## src/rtl/dma_ctrl_pkg.sv

```systemverilog
// Shared types and constants for the DMA channel abort supervisor.
// Imported by the per-channel FSM and the top level.
package dma_ctrl_pkg;

  typedef enum logic [1:0] {
    IDLE   = 2'd0,
    ACTIVE = 2'd1,
    ABORT  = 2'd2,
    REPORT = 2'd3
  } dma_abort_state_t;

  localparam logic [1:0] DMA_ERR_TIMEOUT = 2'b01;
  localparam logic [1:0] DMA_ERR_SW      = 2'b10;

endpackage

```

## src/rtl/dma_abort_channel_fsm.sv

```systemverilog
// One supervised channel: transfer FSM, no-progress counter,
// abort hold timer and the captured error payload.
module dma_abort_channel_fsm
  import dma_ctrl_pkg::*;
#(
  parameter int TIMEOUT_WIDTH = 16,
  parameter int ABORT_HOLD    = 4
) (
  input  logic                     i_clk,
  input  logic                     i_rst,
  input  logic                     i_en,
  input  logic [TIMEOUT_WIDTH-1:0] i_timeout_limit,
  input  logic                     i_desc_rd,
  input  logic [7:0]               i_desc_id,
  input  logic                     i_progress,
  input  logic                     i_resp_wr,
  input  logic                     i_sw_abort,
  input  logic                     i_grant,
  input  logic                     i_ack,
  output logic                     o_req,
  output logic                     o_abort,
  output logic                     o_busy,
  output logic [1:0]               o_code,
  output logic [7:0]               o_desc_id
);

  localparam int HW = (ABORT_HOLD > 1) ? $clog2(ABORT_HOLD) : 1;
  localparam logic [HW-1:0] HOLD_LAST = HW'(ABORT_HOLD - 1);

  dma_abort_state_t         r_state, w_state_nxt;
  logic [TIMEOUT_WIDTH-1:0] r_cnt, w_cnt_nxt, w_cnt_inc;
  logic [HW-1:0]            r_hold, w_hold_nxt;
  logic [7:0]               r_id, w_id_nxt;
  logic [1:0]               r_code, w_code_nxt;
  logic                     r_granted, w_granted_nxt;
  logic                     r_abort, w_abort_nxt;
  logic                     r_busy, w_busy_nxt;
  logic                     w_timeout, w_hold_last;

  assign w_cnt_inc   = (&r_cnt) ? r_cnt : r_cnt + TIMEOUT_WIDTH'(1);
  assign w_timeout   = (i_timeout_limit != '0) &&
                       (w_cnt_inc == i_timeout_limit);
  assign w_hold_last = (r_hold == HOLD_LAST);

  always_ff @(posedge i_clk) begin
    if (i_rst) begin
      r_state   <= IDLE;
      r_cnt     <= '0;
      r_hold    <= '0;
      r_id      <= '0;
      r_code    <= '0;
      r_granted <= 1'b0;
      r_abort   <= 1'b0;
      r_busy    <= 1'b0;
    end else if (i_en) begin
      r_state   <= w_state_nxt;
      r_cnt     <= w_cnt_nxt;
      r_hold    <= w_hold_nxt;
      r_id      <= w_id_nxt;
      r_code    <= w_code_nxt;
      r_granted <= w_granted_nxt;
      r_abort   <= w_abort_nxt;
      r_busy    <= w_busy_nxt;
    end
  end

  // Counter holds the no-progress cycles seen before the current one.
  always_comb begin
    w_state_nxt   = r_state;
    w_cnt_nxt     = r_cnt;
    w_hold_nxt    = r_hold;
    w_id_nxt      = r_id;
    w_code_nxt    = r_code;
    w_granted_nxt = r_granted | i_grant;
    unique case (r_state)
      IDLE: begin
        if (i_desc_rd) begin
          w_state_nxt = ACTIVE;
          w_id_nxt    = i_desc_id;
          w_cnt_nxt   = '0;
        end
      end
      ACTIVE: begin
        if (i_resp_wr) begin
          w_state_nxt = IDLE;
        end else if (i_sw_abort) begin
          w_state_nxt = ABORT;
          w_code_nxt  = DMA_ERR_SW;
          w_hold_nxt  = '0;
        end else if (w_timeout) begin
          w_state_nxt = ABORT;
          w_code_nxt  = DMA_ERR_TIMEOUT;
          w_hold_nxt  = '0;
        end else begin
          w_cnt_nxt = i_progress ? '0 : w_cnt_inc;
        end
      end
      ABORT: begin
        if (w_hold_last) w_state_nxt = REPORT;
        else w_hold_nxt = r_hold + HW'(1);
      end
      REPORT: begin
        if (i_ack) begin
          w_state_nxt   = IDLE;
          w_granted_nxt = 1'b0;
        end
      end
    endcase
  end

  // Request already in the last abort cycle so the report lands next cycle.
  always_comb begin
    o_req = ((r_state == REPORT) && !r_granted) ||
            ((r_state == ABORT) && w_hold_last);
    w_abort_nxt = (w_state_nxt == ABORT);
    w_busy_nxt  = (w_state_nxt != IDLE);
  end

  assign o_abort   = r_abort;
  assign o_busy    = r_busy;
  assign o_code    = r_code;
  assign o_desc_id = r_id;

endmodule

```

## src/rtl/dma_channel_abort_ctrl.sv

```systemverilog
// Multi-channel transfer supervisor: per-channel abort FSMs plus a
// round-robin shared error report port.
module dma_channel_abort_ctrl
  import dma_ctrl_pkg::*;
#(
  parameter int APB_STR_CHA   = 2,
  parameter int TIMEOUT_WIDTH = 16,
  parameter int ABORT_HOLD    = 4,
  localparam int CW = (APB_STR_CHA > 1) ? $clog2(APB_STR_CHA) : 1
) (
  input  logic                     aclk,
  input  logic                     areset,
  input  logic                     aenable,
  input  logic [TIMEOUT_WIDTH-1:0] i_timeout_limit,
  input  logic [APB_STR_CHA-1:0]   i_desc_rd,
  input  logic [7:0]               i_desc_id,
  input  logic [APB_STR_CHA-1:0]   i_progress,
  input  logic [APB_STR_CHA-1:0]   i_resp_wr,
  input  logic [APB_STR_CHA-1:0]   i_sw_abort,
  output logic [APB_STR_CHA-1:0]   o_abort,
  output logic [APB_STR_CHA-1:0]   o_busy,
  output logic                     o_err_valid,
  output logic [CW-1:0]            o_err_ch,
  output logic [1:0]               o_err_code,
  output logic [7:0]               o_err_desc_id,
  input  logic                     i_err_ready
);

  logic [APB_STR_CHA-1:0] w_req, w_grant, w_ack;
  logic [1:0]             w_code [APB_STR_CHA];
  logic [7:0]             w_id   [APB_STR_CHA];
  logic [CW-1:0]          r_ptr, w_sel, w_ptr_nxt;
  logic                   w_any, w_free, w_fire, w_accept;
  logic                   r_err_valid;
  logic [CW-1:0]          r_err_ch;
  logic [1:0]             r_err_code;
  logic [7:0]             r_err_id;

  for (genvar c = 0; c < APB_STR_CHA; c++) begin : g_ch
    assign w_grant[c] = w_fire && (w_sel == CW'(c));
    assign w_ack[c]   = w_accept && (r_err_ch == CW'(c));
    dma_abort_channel_fsm #(
      .TIMEOUT_WIDTH (TIMEOUT_WIDTH),
      .ABORT_HOLD    (ABORT_HOLD)
    ) u_fsm (
      .i_clk           (aclk),
      .i_rst           (areset),
      .i_en            (aenable),
      .i_timeout_limit (i_timeout_limit),
      .i_desc_rd       (i_desc_rd[c]),
      .i_desc_id       (i_desc_id),
      .i_progress      (i_progress[c]),
      .i_resp_wr       (i_resp_wr[c]),
      .i_sw_abort      (i_sw_abort[c]),
      .i_grant         (w_grant[c]),
      .i_ack           (w_ack[c]),
      .o_req           (w_req[c]),
      .o_abort         (o_abort[c]),
      .o_busy          (o_busy[c]),
      .o_code          (w_code[c]),
      .o_desc_id       (w_id[c])
    );
  end

  assign w_accept = r_err_valid & i_err_ready;
  assign w_free   = !r_err_valid | i_err_ready;
  assign w_fire   = aenable & w_free & w_any;

  // First requester at or after the pointer, wrapping around.
  always_comb begin
    w_any = 1'b0;
    w_sel = '0;
    for (int i = 0; i < APB_STR_CHA; i++) begin
      if (!w_any && w_req[(int'(r_ptr) + i) % APB_STR_CHA]) begin
        w_any = 1'b1;
        w_sel = CW'((int'(r_ptr) + i) % APB_STR_CHA);
      end
    end
    w_ptr_nxt = (w_sel == CW'(APB_STR_CHA - 1)) ? '0 : w_sel + CW'(1);
  end

  always_ff @(posedge aclk) begin
    if (areset) begin
      r_ptr       <= '0;
      r_err_valid <= 1'b0;
      r_err_ch    <= '0;
      r_err_code  <= '0;
      r_err_id    <= '0;
    end else if (aenable) begin
      if (w_fire) begin
        r_err_valid <= 1'b1;
        r_err_ch    <= w_sel;
        r_err_code  <= w_code[w_sel];
        r_err_id    <= w_id[w_sel];
        r_ptr       <= w_ptr_nxt;
      end else if (w_accept) begin
        r_err_valid <= 1'b0;
      end
    end
  end

  assign o_err_valid   = r_err_valid;
  assign o_err_ch      = r_err_ch;
  assign o_err_code    = r_err_code;
  assign o_err_desc_id = r_err_id;

endmodule

```

## config.mk

```make
export PLATFORM = sky130hd
export DESIGN_NAME = dma_channel_abort_ctrl
export DESIGN_NICKNAME = d
export VERILOG_FILES = /design/src/rtl/dma_ctrl_pkg.sv /design/src/rtl/dma_abort_channel_fsm.sv /design/src/rtl/dma_channel_abort_ctrl.sv
export SDC_FILE = /design/constraint.sdc
export NUM_CORES = 1
export LEC_CHECK = 0
export CORE_ASPECT_RATIO = 1.75
export CORE_UTILIZATION = 30
export CTS_CLUSTER_SIZE = 12
export DETAILED_ROUTE_END_ITERATION = 16
export GPL_TIMING_DRIVEN = 0
export MAX_ROUTING_LAYER = met4
export PLACE_DENSITY = 0.55
export RECOVER_POWER = 100
export REMOVE_ABC_BUFFERS = 1
export SYNTH_ARGS = -nofsm -noshare
export SYNTH_HDL_FRONTEND = slang
export SYNTH_HIERARCHICAL = 1
export SYNTH_SLANG_ARGS = --single-unit
```

## constraint.sdc

```tcl
create_clock -name aclk -period 7.4 [get_ports aclk]
set_input_delay 1.48 -clock aclk [delete_from_list [all_inputs] [get_ports aclk]]
set_output_delay 1.48 -clock aclk [all_outputs]
set_load 0.005 [all_outputs]
```

==> reports/results.ini <==
[global_routing]
gr-total-overflow=0
grt.total_usage=0.200
grt_pass1_vias=5597
grt_first_pass_wirelength_mm=29.6
grt_max_degree=39
antenna_found_initial=0

[clock_tree]
htreeDepth=3
clockBufferDepth=2
cts-root-buf=clkbuf_16
numCtsBuffers=9
cts_sinks=79
clkTransAtPathRegs_ns=0.06
cts_resized=0
clk_latency_ns=0.35
cts_hold_buffers=0
tritoncts=done
post_cts_buffers=0

[logic_synthesis]
ys_seq_area_frac=0.272
avgSynthCellArea_sq_um=7.84
yosys-top-cells-count=dfxtp_1, nand2_1, a21oi_1
synth-edff-count=0
ys_seq_elements=79
async_flop_share=0
post-synth-top-area-cell=dfxtp_1
synth_top_cell_area_share=0.272
synth_area_sq_mm=0.00581
ys_top_cells_by_area=dfxtp_1, a21oi_1, nand2_1, nor2_1, o21ai_0
synth_ff_type=dfxtp_1
yosysMostFrequentCell=dfxtp_1
ys_types=91
yosys_warnings=6
synthCells=741

[timing]
max_slew_margin=-0.451
rsz0062_at_grt=false
max_freq_mhz=170
clock_skew_ns=0.0134
hold_viol=0
slew_viol_final=37
worst_slew_pin_slew_ns=2.16
finalCritPeriodShare=0.797
tns_ns=0
setup_viol_count_final=0
min_period_ns=5.90

[place]
gp_congestion=0.949
place.detailed.hpwl_mm=14.2
port_buffers=51

[power_and_ir_drop]
ir_drop_mv=0.0894
power_frac_seq=0.427
internal-power_uw=755
switchingPower_uw=272
power.total_uw=1030
p_sw_frac=0.265
powerDensity_mw_per_mm2=156
pwr-share-clk=0.465
p_leak_uw=0.00215
pwr-share-comb=0.108

[routing]
drc=0
routed_wl_mm=18.8
wl_per_cell_microns=18.8
vias=5816
drt-initial-drc-count=307
ant_nets=0
via_per_inst=5.83
firstDrtPassIters=5

[worst_setup_path]
crit_path_end_kind=register
path_max_fanout=13
path_delay_family=simple AND/OR/NAND/NOR gates
crit_path_frequent_cell=o21ai_1
start_kind=register
cpPeakStageDelay_ns=1.81
required_ns=7.64
cp.arrival_ns=6.13
crit_buf_inv=0
cp_cell_sequence=ha_1, nand3_1, nor4_1, or4_1, a21oi_1, o21ai_1, a2111oi_4, o31ai_1, o21ai_1, mux2_2
cp_slowest_cell=nor4_1
path_class=register to register

[finish]
nNetsFinal=792
antenna_cells=0
layout-drive-gt1-share=0.0753
area_delta_synth_final_pct=13.7

[floorplanning]
core_area_sq_mm=0.0190
initial_core_util=0.305
die_x_microns=107
die_area_sq_mm=0.0199
die_h_microns=186
num_io_pins=52
placementRows=67

[job]
drv_cap=3

[outcome]
violations=capacitance limit, slew limit
status=finished with violations

[worst_hold_path]
hold_class=register to register

layer usage:
layer,GRT usage,wire (microns),vias up
met2,0.370,10200,186
met1,0.194,6750,2729
li1,-,-,2820
met3,0.0224,698,81
met4,0.132,1090,0
met5,-,0,-
layout make-up:
type,instances,area [sq um]
multi-input cells,588,3800
fillers,2046,12400
repair buffers,52,526
inverters,22,82.6
clock inverters,6,75.1
flip-flops and latches,79,1580
well taps,241,302
clock buffers,10,239
cell usage in the layout (no fill, tap or decap), types with 7 or more instances in the layout:
cell	count
nor4_1	13
o21ai_0	47
or3_1	10
a21oi_1	63
xnor2_1	15
nand3b_1	14
a311oi_1	9
inv_1	22
nand3_1	29
nor3_1	18
xor2_1	13
clkdlybuf4s50_1	31
nand4_1	23
nand2b_1	11
nor2b_1	11
o211ai_1	7
and4_1	11
and3_1	15
a311oi_2	8
dfxtp_1	79
dlygate4sd3_1	19
clkbuf_16	9
nor2_1	54
a31oi_1	10
nand2_1	74
o31ai_1	11
o22a_1	9
registers in the layout, summed over array words and instances, names as in the netlist:
name                  flops
g_ch.u_fsm/o_abort        2
g_ch.u_fsm/o_busy         2
g_ch.u_fsm/o_code         4
g_ch.u_fsm/o_desc_id     16
g_ch.u_fsm/r_cnt         32
g_ch.u_fsm/r_granted      2
g_ch.u_fsm/r_hold         4
g_ch.u_fsm/r_state        4
o_err_ch                  1
o_err_code                2
o_err_desc_id             8
o_err_valid               1
r_ptr                     1
power groups by stage:
| stage | Clock, uW | Sequential (uW) | Combinational [uW] |
|---|---|---|---|
| final | 477 | 439 | 111 |
| after global placement | 0 | 448 | 114 |
| after floorplan | 0 | 447 | 54.4 |
| after global routing | 507 | 440 | 121 |
| after detailed placement | 0 | 449 | 115 |
| after CTS | 492 | 439 | 115 |
per-stage QoR:
stage                     std cells  area (sq um)  hold WS (ns)  worst slack, ns  utilization
after floorplan                 689          5530         0.427             3.50            -
after CTS                       998          6670         0.453             2.59        0.350
after global placement          981          6340         0.439             2.10        0.333
final                           998          6600         0.454             1.50        0.347
after global routing            998          6600         0.472             1.24        0.347
after detailed placement        982          6350         0.443             2.22        0.334
worst register-to-register path, stage by stage (launching register included):
cell and delay (ns):
dfxtp_1 0.43, ha_1 0.32, nand3_1 0.43, nor4_1 1.82
or4_1 0.27, a21oi_1 0.07, o21ai_1 0.26, a2111oi_4 0.16
o31ai_1 1.36, o21ai_1 0.32, mux2_2 0.36
cells by family after synthesis:
group | count (synthesis) | synth area share
simple gates | 321 | 0.317
compound gates | 225 | 0.279
flops | 79 | 0.272
buf+inv | 74 | 0.0623
xor+xnor | 28 | 0.0422
mux | 10 | 0.0181
fa+ha+maj | 4 | 0.00862
final timing paths:
check                                          start                                      end  slack (ns)  cells after the start
max reg2reg      g_ch[1].u_fsm/r_cnt[1]$_SDFFE_PP0P_      g_ch[1].u_fsm/r_cnt[0]$_SDFFE_PP0P_        1.50                     10
max              g_ch[1].u_fsm/r_cnt[1]$_SDFFE_PP0P_      g_ch[1].u_fsm/r_cnt[0]$_SDFFE_PP0P_        1.50                     10
min reg2reg  g_ch[0].u_fsm/o_desc_id[7]$_SDFFE_PP0P_  g_ch[0].u_fsm/o_desc_id[7]$_SDFFE_PP0P_        0.45                      2
min          g_ch[0].u_fsm/o_desc_id[7]$_SDFFE_PP0P_  g_ch[0].u_fsm/o_desc_id[7]$_SDFFE_PP0P_        0.45                      2
No activity file was read; power rests on OpenSTA's default activity.
